[config.mk]
export PLATFORM = sky130hd
export DESIGN_NAME = mul_fp_seq
export DESIGN_NICKNAME = d
export VERILOG_FILES = /design/src/rtl/mul_fp_seq.sv
export SDC_FILE = /design/constraint.sdc
export NUM_CORES = 1
export LEC_CHECK = 0
export CAP_MARGIN = 20
export CORE_MARGIN = 3
export CORE_UTILIZATION = 51
export DETAILED_ROUTE_END_ITERATION = 7
export MAX_ROUTING_LAYER = met4
export PLACE_DENSITY = 0.74
export SYNTH_ARGS = -nofsm -noshare
export SYNTH_HDL_FRONTEND = slang
export SYNTH_SLANG_ARGS = --single-unit
[constraint.sdc]
create_clock -name clk -period 2.85 [get_ports clk]
set_clock_uncertainty 0.2 [all_clocks]
set_input_delay 0.57 -clock clk [delete_from_list [all_inputs] [get_ports clk]]
set_output_delay 0.57 -clock clk [all_outputs]
set_load 0.05 [all_outputs]
[src/rtl/mul_fp_seq.sv]
// Sequential signed fixed-point multiplier.
// The responder end of the io_start/io_done multiply handshake.
// The multiplier works on operand magnitudes with shift-add, one multiplier
// bit per cycle. It then truncates the product toward zero, checks for
// overflow and re-applies the sign.
// Latency is fixed: io_done is high in the cycle after start edge + WIDTH + 1.
module mul_fp_seq #(
    parameter int WIDTH = 25,
    parameter int FBITS = 21
) (
    input  logic             clk,
    input  logic             rst_n,
    input  logic             io_start,
    output logic             io_busy,
    output logic             io_done,
    output logic             io_valid,
    output logic             io_ovf,
    input  logic [WIDTH-1:0] io_a,
    input  logic [WIDTH-1:0] io_b,
    output logic [WIDTH-1:0] io_val
);

    localparam int CW = $clog2(WIDTH);
    // Width of the product after the fractional bits are dropped.
    localparam int RW = 2*WIDTH - FBITS;

    typedef enum logic [1:0] {IDLE, CALC, SIGN} state_t;

    state_t              r_state;
    state_t              w_next;

    logic                r_sign;
    logic [2*WIDTH-1:0]  r_a_sh;     // |a|, shifted left once per CALC cycle
    logic [WIDTH-1:0]    r_b;        // |b|, shifted right once per CALC cycle
    logic [2*WIDTH-1:0]  r_acc;
    logic [CW-1:0]       r_cnt;
    logic                r_busy;
    logic                r_done;
    logic                r_valid;
    logic                r_ovf;
    logic [WIDTH-1:0]    r_val;

    logic [WIDTH-1:0]    w_abs_a;
    logic [WIDTH-1:0]    w_abs_b;
    logic [RW-1:0]       w_r;
    logic [WIDTH-1:0]    w_mag;
    logic                w_ovf;
    logic [WIDTH-1:0]    w_res;

    // Operand magnitudes. Negating -2^(W-1) gives back the same bit pattern.
    // Read as unsigned, that pattern is exactly 2^(W-1).
    assign w_abs_a = io_a[WIDTH-1] ? -io_a : io_a;
    assign w_abs_b = io_b[WIDTH-1] ? -io_b : io_b;

    // Truncate the magnitude (round toward zero).
    // A magnitude of 2^(W-1) or more does not fit, not even as the most negative value.
    assign w_r   = r_acc[2*WIDTH-1:FBITS];
    assign w_ovf = |w_r[RW-1:WIDTH-1];
    assign w_mag = w_r[WIDTH-1:0];
    assign w_res = r_sign ? -w_mag : w_mag;

    // State register.
    // NOTE: sequential state uses non-blocking (<=) assignments only. The
    // asynchronous active-low reset is in the sensitivity list, so reset
    // takes effect at once and does not wait for a clock edge.
    always_ff @(posedge clk or negedge rst_n) begin
        if (!rst_n) r_state <= IDLE;
        else        r_state <= w_next;
    end

    // Next-state logic.
    // NOTE: w_next gets a default before the case statement. Every path then
    // assigns it, so no latch is inferred.
    always_comb begin
        w_next = r_state;
        case (r_state)
            IDLE:    if (io_start) w_next = CALC;
            CALC:    if (r_cnt == CW'(WIDTH-1)) w_next = SIGN;
            SIGN:    w_next = IDLE;
            default: w_next = IDLE;
        endcase
    end

    // Datapath and registered outputs.
    // The done, valid and ovf flags are pulses: they clear every cycle unless SIGN sets them.
    always_ff @(posedge clk or negedge rst_n) begin
        if (!rst_n) begin
            r_sign  <= 1'b0;
            r_a_sh  <= '0;
            r_b     <= '0;
            r_acc   <= '0;
            r_cnt   <= '0;
            r_busy  <= 1'b0;
            r_done  <= 1'b0;
            r_valid <= 1'b0;
            r_ovf   <= 1'b0;
            r_val   <= '0;
        end else begin
            r_done  <= 1'b0;
            r_valid <= 1'b0;
            r_ovf   <= 1'b0;
            case (r_state)
                IDLE: begin
                    if (io_start) begin
                        r_sign <= io_a[WIDTH-1] ^ io_b[WIDTH-1];
                        r_a_sh <= {{WIDTH{1'b0}}, w_abs_a};
                        r_b    <= w_abs_b;
                        r_acc  <= '0;
                        r_cnt  <= '0;
                        r_busy <= 1'b1;
                    end
                end
                CALC: begin
                    if (r_b[0]) r_acc <= r_acc + r_a_sh;
                    r_a_sh <= r_a_sh << 1;
                    r_b    <= r_b >> 1;
                    r_cnt  <= r_cnt + CW'(1);
                end
                SIGN: begin
                    r_busy <= 1'b0;
                    r_done <= 1'b1;
                    if (w_ovf) begin
                        r_ovf <= 1'b1;
                        r_val <= '0;
                    end else begin
                        r_valid <= 1'b1;
                        r_val   <= w_res;
                    end
                end
                default: ;
            endcase
        end
    end

    assign io_busy  = r_busy;
    assign io_done  = r_done;
    assign io_valid = r_valid;
    assign io_ovf   = r_ovf;
    assign io_val   = r_val;

endmodule

==> impl_metrics.tcl <==
set metrics [dict create \
    grt_use_total_pct 26.5 \
    synthesis.nets 1276 \
    cp-start-kind "flip-flop" \
    finalHoldWorstSlack_ns 0.276 \
    yosysSeqAreaShare_pct 39.6 \
    drc_errors 0 \
    io_pins 82 \
    hp-class "reg2reg" \
    yosys_register_bits 162 \
    yosysWarnings 0 \
    gp_congestion 0.950 \
    required_ns 2.96 \
    grt_pass1_wl_um 46300 \
    drive_above_1_share_pct 24.9 \
    row_count 51 \
    wirelength_um 29500 \
    port_buffers 81 \
    ys.flop_type "dfrtp_1" \
    grt_start_max_net_pins 80 \
    final_cell_mix "buf_4, nand2_1, dfrtp_1" \
    htreeDepth 4 \
    place_ws_ns -1.09 \
    start_util_pct 52.3 \
    synth.distinct_cells 62 \
    cp-end-kind "flip-flop" \
    reg2reg_to "r_acc[34]" \
    core-area_sq_um 19600 \
    power.share.sequential_pct 25.1 \
    clock_power_share_pct 15.0 \
    root_buffer "clkbuf_16" \
    synth_area_sq_um 10200 \
    reg2reg_slack_ns -0.36 \
    antenna_left 0 \
    p_int_mw 8.79 \
    period_needed_ns 3.21 \
    post_dp_cell_area_sq_um 12700 \
    maxSlewHeadroom_pct 39.6 \
    hold_viol_final 0 \
    overflow 0 \
    areaGrowthSynthToFinish_pct 38.6 \
    grt_pass1_vias 9748 \
    hpwlAfterDp_um 19100 \
    drv_cap 0 \
    postLayoutCoreUtil_pct 72.5 \
    netlist_instances 1168 \
    ctsLongestPathBuffers 2 \
    die-height_um 148 \
    fin_nets 1543 \
    combPwrFrac_pct 59.9 \
    cts_buffers 17 \
    cts_sinks 162 \
    setup.worst_path.class "reg2reg" \
    p_sw_share_pct 43.7 \
    crit_arrival_ns 3.32 \
    cellPowerDensity_nw_per_um2 1100 \
    worst_pin_slew_ns 0.904 \
    drtIter0Drc 730 \
    min_path_cells 2 \
    max_freq_ghz 0.311 \
    die_area_sq_um 21800 \
    violations "negative setup slack" \
    layout_commonest_cell "buf_4" \
    fp.dieW_um 148 \
    ir_drop_v 0.000568 \
    crit_path_end "r_acc[34]" \
    post-route-cell-area_sq_um 14200 \
    async_reset_ff_share_pct 100 \
    fin_ws_ns -0.363 \
    synth-edff-count 0 \
    clock_latency_ns 0.44 \
    crit_path_start "r_a_sh[0]" \
    avgSynthCellArea_sq_um 8.77 \
    wl_per_cell_um 17.2 \
    rr_worst_depth 14 \
    rsz0062_at_grt "yes" \
    antenna_found_initial 0 \
    clk_pin_slew_worst_paths_ns 0.07 \
    vias 9954 \
    critPathMaxFanout 3 \
    slew_violations 0 \
    status "complete, but fails checks" \
    post-route-period-util_pct 113 \
    num_antenna_cells 0 \
    finalSetupViolCount 29 \
    viasPerCell 5.81 \
    p_sw_mw 6.81 \
    drtPass1Iterations 6 \
    cts_tree "done" \
    r2r-start "r_a_sh[0]" \
    leakagePower_nw 6.76 \
]
==> worst max-delay path, stage by stage, from the launching register on <==
cell and delay, ns:
dfrtp_1 0.36, ha_2 0.19, inv_2 0.05, fa_2 0.35, nand2b_4 0.17, a211oi_4 0.26, o21ai_2 0.10, buf_4 0.15
o21a_4 0.21, a221oi_4 0.29, nor2b_2 0.09, o21a_1 0.20, o21a_1 0.18, xor2_1 0.19, o21ai_1 0.09
==> timing repair <==
action,4_1_cts,5_1_grt
setup buffers,28,19
hold endpoints to repair,55,0
setup endpoints to repair,31,47
pin swaps,57,50
cloned,0,0
gates resized for setup,107,54
hold buffers,1,0
==> kinds of logic (layout without fill, tap and decap cells) <==
family                     after synthesis  after routing  share of synthesized area (%)
xor gates and xnor gates               108            108                           9.23
and+or+nand+nor                        361            361                           16.5
DFF                                    162            162                           39.6
adders and majority gates               55             55                           6.79
AOI/OAI and AO/OA                      394            394                           24.3
buffers and inverters                   84            364                           3.20
muxes                                    4              4                          0.391
==> stage by stage <==
| step | cells | TNS [ns] | total power [mW] |
|---|---|---|---|
| finish | 1713 | -5.39 | 15.6 |
| global placement | 1635 | -12.11 | 11.8 |
| CTS | 1696 | -3.85 | 14.9 |
| floorplan | 1168 | -1.17 | 9.00 |
| detailed placement | 1635 | -13.63 | 12.0 |
| global route | 1713 | -8.28 | 16.7 |
==> metal layers <==
layer | part of all wire (%) | vias to the layer above | track usage [%]
met4 | 2.6 | 0 | 8.57
met1 | 43 | 4784 | 34.0
li1 | - | 4751 | -
met3 | 4.8 | 65 | 3.59
met2 | 50 | 354 | 43.8
met5 | 0 | - | -
==> sequential cells by signal, indices dropped and copies added, names as in the netlist <==
name,cells
io_done,1
io_val,25
io_ovf,1
r_state,2
r_a_sh,50
r_sign,1
io_busy,1
r_b,25
io_valid,1
r_acc,50
r_cnt,5
==> cell type report <==
type | instances | area (sq um)
Sequential cell | 162 | 4060
Clock inverter | 15 | 174
Tap cell | 265 | 332
Timing Repair Buffer | 309 | 2640
Clock buffer | 17 | 425
Fill cell | 1416 | 5390
Multi-Input combinational cell | 922 | 6470
Inverter | 23 | 106
==> cells in the mapped netlist (24+ instances only) <==
cell type | instances | area share [%]
a21oi_1 | 57 | 2.8
ha_1 | 54 | 6.6
nand2_1 | 185 | 6.8
nor2_1 | 32 | 1.2
xnor2_1 | 29 | 2.5
xor2_1 | 79 | 6.8
nand3_1 | 46 | 2.2
a22oi_1 | 45 | 3.3
o21ai_0 | 154 | 7.5
o31ai_1 | 24 | 1.8
clkbuf_1 | 53 | 1.9
dfrtp_1 | 162 | 40
a21o_1 | 46 | 3.4
==> power groups by stage <==
stage                     clock network (mW)  logic (mW)  registers, mW
after floorplan                            0        5.20           3.80
after global placement                     0        7.97           3.81
after detailed placement                   0        8.20           3.84
after CTS                               2.37        8.69           3.82
after global routing                    2.48        10.2           4.00
final                                   2.34        9.35           3.92
==> worst min path at each step <==
stage,startpoint,slack [ns],endpoint
final,io_val[13],0.28,io_val[13]
after global routing,io_val[13],0.31,io_val[13]
after CTS,io_val[22],0.28,io_val[22]
after detailed placement,io_val[22],0.27,io_val[22]
after global placement,io_val[21],0.26,io_val[21]
after floorplan,rst_n,0.07,io_busy
(Power assumes the default switching activity.)
